**src/rtl/rate_gen_pkg.sv**
```systemverilog
// Shared constants for the rate generator: default counter width, system clock
// rate and the divisors that pace the Genius difficulty levels.
package rate_gen_pkg;

    localparam int RG_CNT_W  = 28;
    localparam int RG_CLK_HZ = 50_000_000;

    localparam logic [RG_CNT_W-1:0] RG_DIV_1HZ = 28'd50_000_000;
    localparam logic [RG_CNT_W-1:0] RG_DIV_2HZ = 28'd25_000_000;
    localparam logic [RG_CNT_W-1:0] RG_DIV_3HZ = 28'd16_666_667;
    localparam logic [RG_CNT_W-1:0] RG_DIV_5HZ = 28'd10_000_000;

    typedef enum logic [1:0] {
        LVL_1HZ,
        LVL_2HZ,
        LVL_3HZ,
        LVL_5HZ
    } level_e;

    function automatic logic [RG_CNT_W-1:0] level_div(input level_e lvl);
        case (lvl)
            LVL_1HZ: level_div = RG_DIV_1HZ;
            LVL_2HZ: level_div = RG_DIV_2HZ;
            LVL_3HZ: level_div = RG_DIV_3HZ;
            default: level_div = RG_DIV_5HZ;
        endcase
    endfunction

endpackage

```
**src/rtl/rate_gen_ch.sv**
```systemverilog
// One rate channel: counter, active/pending divisor, busy flag, tick strobe and,
// with RATE_GEN_SQUARE_EN defined, a square-wave flop toggled on every wrap.
module rate_gen_ch
    import rate_gen_pkg::*;
#(
    parameter int               CNT_W    = RG_CNT_W,
    parameter logic [CNT_W-1:0] DIV_INIT = CNT_W'(50)
) (
    input  logic             clk_i,
    input  logic             rst_i,
    input  logic             en_i,
    input  logic             sync_i,
    input  logic             wr_i,
    input  logic [CNT_W-1:0] data_i,
    output logic             busy_o,
    output logic             tick_o,
    output logic             sq_o
);

    logic [CNT_W-1:0] cnt;
    logic [CNT_W-1:0] act;
    logic [CNT_W-1:0] pend;
    logic [CNT_W-1:0] last;
    logic             wrap;
    logic             load;

    // A divisor of 0 behaves as 1, so the terminal count saturates at 0.
    assign last = (act == '0) ? '0 : act - CNT_W'(1);
    assign wrap = en_i && (cnt == last);
    // pend mirrors act whenever busy is low, so loading pend is always safe.
    assign load = sync_i || wrap || !en_i;

    always_ff @(posedge clk_i or posedge rst_i) begin
        if (rst_i) begin
            cnt    <= '0;
            act    <= DIV_INIT;
            pend   <= DIV_INIT;
            busy_o <= 1'b0;
            tick_o <= 1'b0;
        end else begin
            tick_o <= wrap && !sync_i;

            if (sync_i || wrap)
                cnt <= '0;
            else if (en_i)
                cnt <= cnt + CNT_W'(1);

            if (load) begin
                act    <= wr_i ? data_i : pend;
                pend   <= wr_i ? data_i : pend;
                busy_o <= 1'b0;
            end else if (wr_i) begin
                pend   <= data_i;
                busy_o <= 1'b1;
            end
        end
    end

`ifdef RATE_GEN_SQUARE_EN
    always_ff @(posedge clk_i or posedge rst_i) begin
        if (rst_i)
            sq_o <= 1'b0;
        else if (sync_i)
            sq_o <= 1'b0;
        else if (wrap)
            sq_o <= ~sq_o;
    end
`else
    assign sq_o = 1'b0;
`endif

endmodule

```
**src/rtl/rate_gen.sv**
```systemverilog
// Multi-channel programmable tick generator; square-wave outputs are built only
// when RATE_GEN_SQUARE_EN is defined, otherwise sq_o is tied low.
module rate_gen
    import rate_gen_pkg::*;
#(
    parameter int                     NCH      = 4,
    parameter int                     CNT_W    = RG_CNT_W,
    parameter logic [NCH*CNT_W-1:0]   DIV_INIT = {NCH{CNT_W'(50)}},
    parameter int                     SEL_W    = (NCH > 1) ? $clog2(NCH) : 1
) (
    input  logic             clk_i,
    input  logic             rst_i,
    input  logic [NCH-1:0]   en_i,
    input  logic             sync_i,
    input  logic             div_wr_i,
    input  logic [SEL_W-1:0] div_sel_i,
    input  logic [CNT_W-1:0] div_data_i,
    output logic [NCH-1:0]   div_busy_o,
    output logic [NCH-1:0]   tick_o,
    output logic [NCH-1:0]   sq_o
);

    for (genvar k = 0; k < NCH; k++) begin : g_ch
        // Selects at or beyond NCH match no channel and are dropped here.
        logic wr_k;
        assign wr_k = div_wr_i && (32'(div_sel_i) == k);

        rate_gen_ch #(
            .CNT_W    (CNT_W),
            .DIV_INIT (DIV_INIT[k*CNT_W +: CNT_W])
        ) u_ch (
            .clk_i  (clk_i),
            .rst_i  (rst_i),
            .en_i   (en_i[k]),
            .sync_i (sync_i),
            .wr_i   (wr_k),
            .data_i (div_data_i),
            .busy_o (div_busy_o[k]),
            .tick_o (tick_o[k]),
            .sq_o   (sq_o[k])
        );
    end

endmodule

```
**config.mk**
```make
export PLATFORM = sky130hd
export DESIGN_NAME = rate_gen
export DESIGN_NICKNAME = d
export VERILOG_FILES = /design/src/rtl/rate_gen_pkg.sv /design/src/rtl/rate_gen_ch.sv /design/src/rtl/rate_gen.sv
export SDC_FILE = /design/constraint.sdc
export NUM_CORES = 1
export LEC_CHECK = 0
export ABC_CLOCK_PERIOD_IN_PS = 14500
export CORE_MARGIN = 2
export CORE_UTILIZATION = 60
export DETAILED_ROUTE_END_ITERATION = 10
export PLACE_DENSITY = 0.87
export SYNTH_ARGS = -nofsm -noshare
export SYNTH_HDL_FRONTEND = slang
export SYNTH_SLANG_ARGS = --single-unit
```
**constraint.sdc**
```tcl
create_clock -name clk_i -period 14.5 [get_ports clk_i]
set_input_delay 2.9 -clock clk_i [delete_from_list [all_inputs] [get_ports clk_i]]
set_output_delay 2.9 -clock clk_i [all_outputs]
set_load 0.02 [all_outputs]
```
==> impl_metrics.tcl, run 1 <==
set metrics [dict create \
    area.growth.synth_to_final_pct 9.50 \
    dp_slack_ns 8.32 \
    detailedRoute.firstIterationViolations 1460 \
    clock_skew_ns 0.0146 \
    final_nets 2006 \
    cts_tree "built" \
    synth_seq_area_share_pct 44.3 \
    hpwl_um 35500 \
    p_leak_nw 8.48 \
    cp_data_required_time_ns 14.86 \
    maxCapViolCount 0 \
    io-pin-count 50 \
    number_of_global_route_vias_before_repair 15100 \
    cts.htree.levels 2 \
    critical_path.max_stage_delay_ns 0.85 \
    post-layout-total-power_mw 2.72 \
    fillers 2465 \
    dpl-instance-area_um2 20200 \
    rsz0062_at_grt "no" \
    ys_async_sr_fraction_pct 100 \
    crit_path_max_fanout 28 \
    slew_headroom_pct 22.0 \
    synth.ff_latch_count 344 \
    antenna_viol_nets_final 0 \
    grt_first_pass_wirelength_um 81100 \
    number_of_cells_upsized_or_downsized_after_cts 0 \
    clock_path_buffers 3 \
    detailroute.via_count 15600 \
    antenna_found_initial 0 \
    synth-edff-count 0 \
    grt.met3_usage_pct 4.49 \
    cts_hold_buf 0 \
    layout-drive-gt1-share_pct 16.1 \
    worstPathArrival_ns 5.99 \
    finalWorstSetupSlack_ns 8.86 \
    clock_latency_of_the_later_clocked_register_in_the_worst_skew_pair_ns 0.52 \
    min-delay-path-class "reg2reg" \
    overflow 0 \
    tns_ns 0 \
    die_w_um 184 \
    syn_area_per_cell_um2 9.90 \
    cellPowerDensity_nw_per_um2 127 \
    floorplan.die.height_um 184 \
    worstMarginPinSlew_ns 1.17 \
    irDropWorstVdd_uv 107 \
    ys_warns 0 \
    setup_violations 0 \
    drtPass1Iterations 6 \
    syn_area_um2 19500 \
    worst-r2r-cell-count 10 \
    drc 0 \
    met1_usage_pct 41.8 \
    min_delay_path_depth 2 \
    crit_path_end_kind "flop" \
    number_of_failing_hold_endpoints_at_the_final_stage 0 \
    report.final.slew_viol_count 0 \
    post_cts_buffers 0 \
    cts.root.buffer_cell "sky130_fd_sc_hd__clkbuf_16" \
    row_cnt 66 \
    floorplan.die_area_um2 34000 \
    met2_grt_util_pct 48.9 \
    timing.final.crit_period_ns 5.64 \
    cts-buffers-inserted 36 \
    port_buffers 45 \
    ys_types 82 \
    finalWeightedCongestion 0.965 \
    cpMaxStageDelayCell "sky130_fd_sc_hd__o21ai_2" \
    status "finished, final reports clean" \
    core_region_area_um2 32300 \
    worstSetupStartpointType "input port" \
    initial_core_utilization_pct 60.4 \
    grt_start_max_net_pins 129 \
    final_area_um2 21400 \
    critPathKind "in2reg" \
    clk_pin_slew_worst_setup_hold_paths_ns 0.07 \
    grt_use_total_pct 30.2 \
    antenna_cells 0 \
    via_cell_ratio 6.44 \
    route.final.wire_length_um 50500 \
    critical_path.cell_chain "clkdlybuf4s50_1 -> o221ai_1 -> a2111o_1 -> or4_1 -> or4_4 -> o21ai_2 -> nor2_1" \
    top_usage_layer_grt "met2" \
    synthesis.instances 1971 \
    achievable-frequency_ghz 0.177 \
    clock_sinks 344 \
    wl_per_cell_um 20.8 \
    ys_dominant_reg_cell "sky130_fd_sc_hd__dfrtp_1" \
    finalCritPeriodShare_pct 38.9 \
]
## worst paths after layout
check	to	start	slack [ns]
hold / removal	g_ch[2].u_ch.pend[1]	g_ch[2].u_ch.pend[1]	0.47
hold reg to reg	g_ch[2].u_ch.pend[1]	g_ch[2].u_ch.pend[1]	0.47
max in group asynchronous	g_ch[1].u_ch.pend[10]	rst_i	9.32
min in group asynchronous	g_ch[1].u_ch.act[18]	rst_i	2.97
setup reg to reg	g_ch[3].u_ch.act[21]	g_ch[3].u_ch.act[7]	9.35
setup / recovery	g_ch[1].u_ch.cnt[6]	en_i[1]	8.86
## metal layers
metal	vias to the layer above	wire (um)
li1	7101	-
met1	7745	21500
met2	650	23600
met3	143	3710
met4	0	1710
met5	-	0
## layout make-up
| class | count | area, um^2 | area share, % |
|---|---|---|---|
| clock buffer | 51 | 1050 | 4.91 |
| clock inverter | 13 | 156 | 0.732 |
| inverter | 43 | 169 | 0.790 |
| multi-input combinational | 1473 | 10200 | 47.9 |
| sequential | 344 | 8640 | 40.4 |
| tap | 442 | 553 | 2.59 |
| timing repair buffer | 62 | 578 | 2.70 |
## flip-flops by register name (all words and copies together), names as in the netlist
| signal | count |
|---|---|
| g_ch.u_ch.act | 112 |
| g_ch.u_ch.cnt | 112 |
| g_ch.u_ch.pend | 112 |
| g_ch.u_ch.busy_o | 4 |
| g_ch.u_ch.tick_o | 4 |
## cell families after synthesis
kind of cell | count (synthesis) | share of synthesized area, %
flip-flops | 344 | 44.3
XOR/XNOR | 199 | 9.35
buffers and inverters | 157 | 3.46
adder cells (fa/ha/maj) | 9 | 0.564
AND/OR/NAND/NOR | 815 | 21.3
other | 1 | 0.0192
multiplexers | 211 | 12.3
AO/OA/AOI/OAI | 235 | 8.82
## critical path, delay by kind of cell
kind / cells / cell delay (ns)
AND/OR/NAND/NOR: 3 / 1.09
buffers and inverters: 1 / 0.65
AO/OA/AOI/OAI: 3 / 1.33
## per-stage QoR
step	utilization [%]	instances	hold WS, ns
floorplan	-	1974	0.436
global placement	62.5	2364	0.450
detailed placement	62.5	2364	0.456
CTS	66.2	2428	0.469
global route	66.2	2428	0.488
finish	66.2	2428	0.467
## report_power, final
part / switching, mW / internal, mW / total, mW
clock network: 0.382 / 0.559 / 0.942
logic: 0.283 / 0.252 / 0.536
registers: 0.144 / 1.10 / 1.24
## synth_stat cells, types with 5 or more instances
library cell                instances  area [um^2]
sky130_fd_sc_hd__nand3b_1           8         60.1
sky130_fd_sc_hd__nor2b_1           10         62.6
sky130_fd_sc_hd__and4_1            11         96.3
sky130_fd_sc_hd__nor2_1           201          754
sky130_fd_sc_hd__or3_1             38          238
sky130_fd_sc_hd__dfstp_2           24          631
sky130_fd_sc_hd__nand3_1           74          370
sky130_fd_sc_hd__mux2i_1           14          140
sky130_fd_sc_hd__and3_1            26          163
sky130_fd_sc_hd__a211oi_1          11         82.6
sky130_fd_sc_hd__a31oi_1            8         50.1
sky130_fd_sc_hd__clkbuf_1          83          312
sky130_fd_sc_hd__o31ai_1           19          143
sky130_fd_sc_hd__xor2_1            89          780
sky130_fd_sc_hd__nor4b_1            9         78.8
sky130_fd_sc_hd__buf_4             13         97.6
sky130_fd_sc_hd__ha_1               8          100
sky130_fd_sc_hd__buf_2             10         50.1
sky130_fd_sc_hd__nand4_1           46          288
sky130_fd_sc_hd__or4_1             43          323
sky130_fd_sc_hd__a21oi_1           36          180
sky130_fd_sc_hd__o211ai_1           8         60.1
sky130_fd_sc_hd__a211o_1            5         43.8
sky130_fd_sc_hd__o21ai_0           31          155
sky130_fd_sc_hd__nor3_1            75          375
sky130_fd_sc_hd__mux2_2           188         2120
sky130_fd_sc_hd__a21o_1             5         37.5
sky130_fd_sc_hd__a2111oi_0         15          131
sky130_fd_sc_hd__o2111ai_1          5         43.8
sky130_fd_sc_hd__o221ai_1           8         70.1
sky130_fd_sc_hd__dfrtp_1          320         8010
sky130_fd_sc_hd__nor4_1            48          300
sky130_fd_sc_hd__o22ai_1            6         37.5
sky130_fd_sc_hd__o311ai_0           5         43.8
sky130_fd_sc_hd__xnor2_1          104          911
sky130_fd_sc_hd__mux2_4             9          135
sky130_fd_sc_hd__nand2_1          173          649
sky130_fd_sc_hd__o32ai_1            6         52.6
sky130_fd_sc_hd__o21a_1            11         82.6
sky130_fd_sc_hd__or2_2             10         62.6
sky130_fd_sc_hd__nand2b_1          11         68.8
sky130_fd_sc_hd__inv_1             42          158
sky130_fd_sc_hd__xnor3_1            6          135
sky130_fd_sc_hd__nor3b_1           13         97.6
## cells in the final DEF (no fill, tap or decap), types with 12 or more instances in the layout
master,count
sky130_fd_sc_hd__dfrtp_1,320
sky130_fd_sc_hd__nor2_1,201
sky130_fd_sc_hd__mux2_2,188
sky130_fd_sc_hd__nand2_1,173
sky130_fd_sc_hd__xnor2_1,104
sky130_fd_sc_hd__xor2_1,89
sky130_fd_sc_hd__nor3_1,75
sky130_fd_sc_hd__nand3_1,74
sky130_fd_sc_hd__nor4_1,48
sky130_fd_sc_hd__nand4_1,46
sky130_fd_sc_hd__clkdlybuf4s50_1,45
sky130_fd_sc_hd__or4_1,43
sky130_fd_sc_hd__inv_1,41
sky130_fd_sc_hd__or3_1,38
sky130_fd_sc_hd__clkbuf_16,37
sky130_fd_sc_hd__a21oi_1,36
sky130_fd_sc_hd__o21ai_0,30
sky130_fd_sc_hd__and3_1,26
sky130_fd_sc_hd__dfstp_2,24
sky130_fd_sc_hd__o31ai_1,19
sky130_fd_sc_hd__buf_4,17
sky130_fd_sc_hd__a2111oi_0,15
sky130_fd_sc_hd__mux2i_1,14
sky130_fd_sc_hd__nor3b_1,12
Note: power is estimated with default switching activity, not from simulation.
==> run 2, diff against run 1 <==
ABC_CLOCK_PERIOD_IN_PS = 4600   (was 14500)
CORE_UTILIZATION = 57   (was 60)
PLACE_DENSITY = 0.86   (was 0.87)
clock period = 4.6 ns   (was 14.5 ns; I/O delays follow)
==> run 2 against run 1 <==
Against the previous run: hold slack improved by 0.0071 ns; global-route usage fell by 1.1 points; count of clock-buffer cells in the layout down 2; register-to-register slack worse by 9.2 ns; total power grew to 3.3 times the previous value; clock power grew to 3.4 times the previous value; die area increased by 5.1%; combinational power rose to 3.4 times the previous value; first-iteration DRC count decreased by 0.75%; sequential power increased to 3.1 times the previous value; final cell count up 1.9%.
==> impl_metrics.tcl, run 2 (synthesis gave the netlist of run 1 again) <==
set metrics [dict create \
    grt_first_pass_wirelength_um 82900 \
    port_buffers 45 \
    report.final.slew_viol_count 0 \
    rsz0062_at_grt "no" \
    hpwl_um 36700 \
    antenna_viol_nets_final 0 \
    clock_path_buffers 3 \
    maxCapViolCount 0 \
    drtPass1Iterations 7 \
    row_cnt 67 \
    crit_path_end "g_ch[0].u_ch.act[6]" \
    clock_sinks 344 \
    timing.final.crit_period_ns 4.40 \
    slew_headroom_pct 31.7 \
    initial_core_utilization_pct 58.1 \
    worst-r2r-cell-count 12 \
    final_area_um2 21800 \
    finalWeightedCongestion 0.965 \
    timing.critical_path.from "g_ch[0].u_ch.act[1]" \
    die_w_um 189 \
    layout-drive-gt1-share_pct 18.1 \
    crit_path_max_fanout 29 \
    cts_hold_buf 0 \
    cts.htree.levels 2 \
    worstSetupStartpointType "flop" \
    floorplan.die.height_um 189 \
    regToRegSetupSlack_ns 0.20 \
    leading_cell_type_in_the_layout_fill_and_taps_excluded "sky130_fd_sc_hd__dfrtp_1" \
    dpl-instance-area_um2 20500 \
    via_cell_ratio 6.38 \
    clock_skew_ns 0.0105 \
    antenna_found_initial 1 \
    cts.root.buffer_cell "sky130_fd_sc_hd__clkbuf_16" \
    drc 0 \
    number_of_failing_hold_endpoints_at_the_final_stage 0 \
    detailedRoute.firstIterationViolations 1449 \
    mostFrequentLayoutCells "sky130_fd_sc_hd__dfrtp_1, sky130_fd_sc_hd__nor2_1, sky130_fd_sc_hd__mux2_2, sky130_fd_sc_hd__nand2_1, sky130_fd_sc_hd__xnor2_1" \
    antenna_cells 0 \
    area.growth.synth_to_final_pct 11.9 \
    irDropWorstVdd_uv 286 \
    route.final.wire_length_um 52000 \
    core_region_area_um2 33600 \
    wl_per_cell_um 21.0 \
    cellPowerDensity_nw_per_um2 405 \
    grt_start_max_net_pins 122 \
    io-pin-count 50 \
    final_nets 2045 \
    min-delay-path-class "reg2reg" \
    worstMarginPinSlew_ns 1.02 \
    achievable-frequency_ghz 0.227 \
    floorplan.die_area_um2 35700 \
    worstReg2RegStart "g_ch[0].u_ch.act[1]" \
    number_of_global_route_vias_before_repair 15600 \
    regToRegEndpoint "g_ch[0].u_ch.act[6]" \
    status "finished, final reports clean" \
    biggestRegsByFlops "g_ch.u_ch.act: 112 flops, g_ch.u_ch.cnt: 112 flops, g_ch.u_ch.pend: 112 flops" \
    finalCritPeriodShare_pct 95.7 \
    fillers 2570 \
    tns_ns 0 \
    clock_latency_of_the_later_clocked_register_in_the_worst_skew_pair_ns 0.55 \
    crit_path_end_kind "flop" \
    detailroute.via_count 15800 \
    worstPathArrival_ns 4.83 \
    grt_use_total_pct 29.0 \
    cts_tree "built" \
    overflow 0 \
    p_leak_nw 8.74 \
    critPathKind "reg2reg" \
    clk_pin_slew_worst_setup_hold_paths_ns 0.06 \
    cp_data_required_time_ns 5.03 \
    cts-buffers-inserted 37 \
    setup_violations 0 \
]
==> run 2: cell type report <==
cell class,instances,area [um^2],area share [%]
Multi-Input combinational cell,1473,10200,46.8
Clock inverter,18,214,0.979
Inverter,43,165,0.756
Timing Repair Buffer,100,951,4.35
Tap cell,448,561,2.57
Clock buffer,49,1080,4.96
Sequential cell,344,8640,39.5
==> run 2: metrics by stage <==
stage / power, mW / hold WS, ns / utilization, % / setup slack, ns / std cells
final: 8.85 / 0.474 / 65.0 / 0.197 / 2475
after CTS: 8.86 / 0.475 / 65.0 / 0.230 / 2475
after detailed placement: 5.66 / 0.459 / 61.1 / 0.235 / 2408
after floorplan: 5.10 / 0.436 / - / -0.903 / 1974
after global placement: 5.58 / 0.450 / 61.1 / 0.237 / 2408
after global routing: 9.22 / 0.501 / 65.0 / 0.0321 / 2475
==> run 2: how the worst min path moves through the flow <==
stage	start	endpoint	slack (ns)	cells past startpoint
floorplan	g_ch[2].u_ch.pend[0]	g_ch[2].u_ch.pend[0]	0.44	2
global placement	g_ch[2].u_ch.pend[26]	g_ch[2].u_ch.pend[26]	0.45	2
detailed placement	g_ch[2].u_ch.pend[12]	g_ch[2].u_ch.pend[12]	0.46	2
CTS	g_ch[2].u_ch.pend[21]	g_ch[2].u_ch.pend[21]	0.47	2
global route	g_ch[2].u_ch.pend[16]	g_ch[2].u_ch.pend[16]	0.50	2
finish	g_ch[2].u_ch.pend[21]	g_ch[2].u_ch.pend[21]	0.47	2
==> run 2: repair_timing <==
item / in CTS / in global routing
gates resized for setup: 0 / 1
endpoints found under the hold margin: 0 / 0
endpoints found under the setup margin: 0 / 8
setup buffers: 0 / 0
==> run 2: per-layer routing <==
metal  routed length (um)  global-route usage (%)  vias up
li1                     -                       -     7178
met1                21400                    38.2     7874
met2                24800                    47.9      618
met3                 4110                    6.01      125
met4                 1670                    10.0        2
met5                   10                       0        -
==> run 2: power breakdown <==
part / total, mW / leakage [nW] / switching (mW) / internal (mW)
logic: 1.80 / 3.78 / 0.950 / 0.847
registers: 3.88 / 4.32 / 0.423 / 3.45
clock network: 3.18 / 0.640 / 1.29 / 1.89
==> run 2: critical path, stage by stage, from the launching register on <==
cell                       delay (ns)
sky130_fd_sc_hd__dfstp_2         0.41
sky130_fd_sc_hd__inv_1           0.07
sky130_fd_sc_hd__ha_1            0.22
sky130_fd_sc_hd__or4b_2          0.67
sky130_fd_sc_hd__nor3_1          0.42
sky130_fd_sc_hd__o211ai_1        0.14
sky130_fd_sc_hd__o31ai_1         0.09
sky130_fd_sc_hd__a31oi_1         0.11
sky130_fd_sc_hd__or4b_2          0.68
sky130_fd_sc_hd__or4_1           0.58
sky130_fd_sc_hd__o211ai_1        0.29
sky130_fd_sc_hd__buf_12          0.24
sky130_fd_sc_hd__mux2_2          0.36
==> run 3, diff against run 2 <==
PLACE_DENSITY = 0.77   (was 0.86)
==> run 3 against run 2 <==
Against the previous run: final area decreased by 0.42%; sequential power about the same; hold slack lost 0.0057 ns; total power decreased by 2.5%; critical path type unchanged.
==> impl_metrics.tcl, run 3 (synthesis gave the netlist of run 1 again) <==
set metrics [dict create \
    status "finished, final reports clean" \
    grt_use_total_pct 28.9 \
    finalWeightedCongestion 0.968 \
    clock_latency_of_the_later_clocked_register_in_the_worst_skew_pair_ns 0.54 \
    p_leak_nw 8.69 \
    die_w_um 189 \
    via_cell_ratio 6.29 \
    finalWorstSetupSlack_ns 0.211 \
    cpMaxStageDelayCell "sky130_fd_sc_hd__or4_1" \
    drc 0 \
    initial_core_utilization_pct 58.1 \
    layout-drive-gt1-share_pct 17.9 \
    core_region_area_um2 33600 \
    setup_violations 0 \
    maxCapViolCount 0 \
    crit_path_max_fanout 29 \
    io-pin-count 50 \
    worstSetupStartpointType "flop" \
    cp_data_required_time_ns 5.02 \
    route.final.wire_length_um 50700 \
    floorplan.die.height_um 189 \
    antenna_found_initial 1 \
    leading_cell_type_in_the_layout_fill_and_taps_excluded "sky130_fd_sc_hd__dfrtp_1" \
    detailedRoute.firstIterationViolations 1484 \
    crit_path_end_kind "flop" \
    cts-buffers-inserted 37 \
    wl_per_cell_um 20.5 \
    finalCritPeriodShare_pct 95.4 \
    dp_slack_ns 0.218 \
    clk_pin_slew_worst_setup_hold_paths_ns 0.06 \
    achievable-frequency_ghz 0.228 \
    hpwl_um 36500 \
    slew_headroom_pct 33.5 \
    critical_path.cell_chain "or4_1 -> or3_1 -> or3_1 -> and3_1 -> a2111o_1 -> or4_1 -> or4_4 -> o211a_1 -> buf_4 -> mux2_4" \
    cts_tree "built" \
    min-delay-path-class "reg2reg" \
    rsz0062_at_grt "no" \
    worstPathArrival_ns 4.81 \
    cellPowerDensity_nw_per_um2 397 \
    grt_start_max_net_pins 82 \
    irDropWorstVdd_uv 500 \
    grt_first_pass_wirelength_um 82000 \
    cts_hold_buf 0 \
    port_buffers 45 \
    biggestRegsByFlops "g_ch.u_ch.act: 112 flops, g_ch.u_ch.cnt: 112 flops, g_ch.u_ch.pend: 112 flops" \
    critPathKind "reg2reg" \
    number_of_failing_hold_endpoints_at_the_final_stage 0 \
    mostFrequentLayoutCells "sky130_fd_sc_hd__dfrtp_1, sky130_fd_sc_hd__nor2_1, sky130_fd_sc_hd__mux2_2, sky130_fd_sc_hd__nand2_1, sky130_fd_sc_hd__xnor2_1" \
    area.growth.synth_to_final_pct 11.5 \
    floorplan.die_area_um2 35700 \
    report.final.slew_viol_count 0 \
    worstMarginPinSlew_ns 0.997 \
    holdWs_ns 0.469 \
    clock_path_buffers 3 \
    post-layout-total-power_mw 8.63 \
    antenna_cells 0 \
    clock_skew_ns 0.0142 \
    final_nets 2042 \
    row_cnt 67 \
    cts.root.buffer_cell "sky130_fd_sc_hd__clkbuf_16" \
    critical_path.max_stage_delay_ns 0.67 \
    detailroute.via_count 15600 \
    clock_sinks 344 \
    overflow 0 \
    cts.htree.levels 2 \
    antenna_viol_nets_final 0 \
    timing.final.crit_period_ns 4.39 \
    number_of_global_route_vias_before_repair 15000 \
    drtPass1Iterations 5 \
]
==> run 3: final cells by class <==
class                   instances  area (um^2)
multi-input cells            1473        10200
clock inverters                19          169
fillers                      2636        11900
repair buffers                 97          928
clock buffers                  49         1050
inverters                      43          165
flip-flops and latches        344         8640
well taps                     448          561
==> run 3: worst max-delay path: cells and delay by family (launching register included) <==
family,cells,cell delay [ns]
and+or+nand+nor,6,2.63
DFF,1,0.42
AOI/OAI and AO/OA,2,0.59
muxes,1,0.35
buffers and inverters,1,0.25
==> run 3: timing repair <==
action / in CTS / in global routing
endpoints found under the hold margin: 0 / 0
endpoints found under the setup margin: 0 / 83
setup buffers: 0 / 0
resized for setup: 0 / 3
==> run 3: power by group <==
group          leakage, nW  internal (mW)  total [mW]  switching (mW)
clock network        0.593           1.74        2.97            1.23
logic                 3.77          0.848        1.79           0.940
registers             4.32           3.45        3.87           0.414
==> run 3: per-stage QoR <==
step	instance area, um^2	std cells	setup TNS (ns)	util [%]
2_1_floorplan	19500	1974	-288.93	-
3_3_place_gp	20500	2405	0	61.0
3_5_place_dp	20500	2405	0	61.0
4_1_cts	21700	2473	0	64.7
5_1_grt	21800	2473	0	64.7
6_report	21800	2473	0	64.7
==> run 3: path summary, 6_finish.rpt <==
path                                       start               endpoint  slack (ns)  cells past startpoint
setup / recovery            g_ch[1].u_ch.act[19]   g_ch[1].u_ch.act[12]        0.21                     10
hold / removal             g_ch[2].u_ch.pend[27]  g_ch[2].u_ch.pend[27]        0.47                      2
setup reg to reg            g_ch[1].u_ch.act[19]   g_ch[1].u_ch.act[12]        0.21                     10
hold reg to reg            g_ch[2].u_ch.pend[27]  g_ch[2].u_ch.pend[27]        0.47                      2
max in group asynchronous                  rst_i    g_ch[3].u_ch.act[1]        2.68                      3
min in group asynchronous                  rst_i  g_ch[1].u_ch.pend[26]        0.96                      2
==> run 3: per-layer routing <==
layer / global-route usage (%) / wire [um]
met1: 40.4 / 22200
met2: 45.5 / 23300
met3: 5.13 / 3570
met4: 10.0 / 1690
met5: 0 / 0
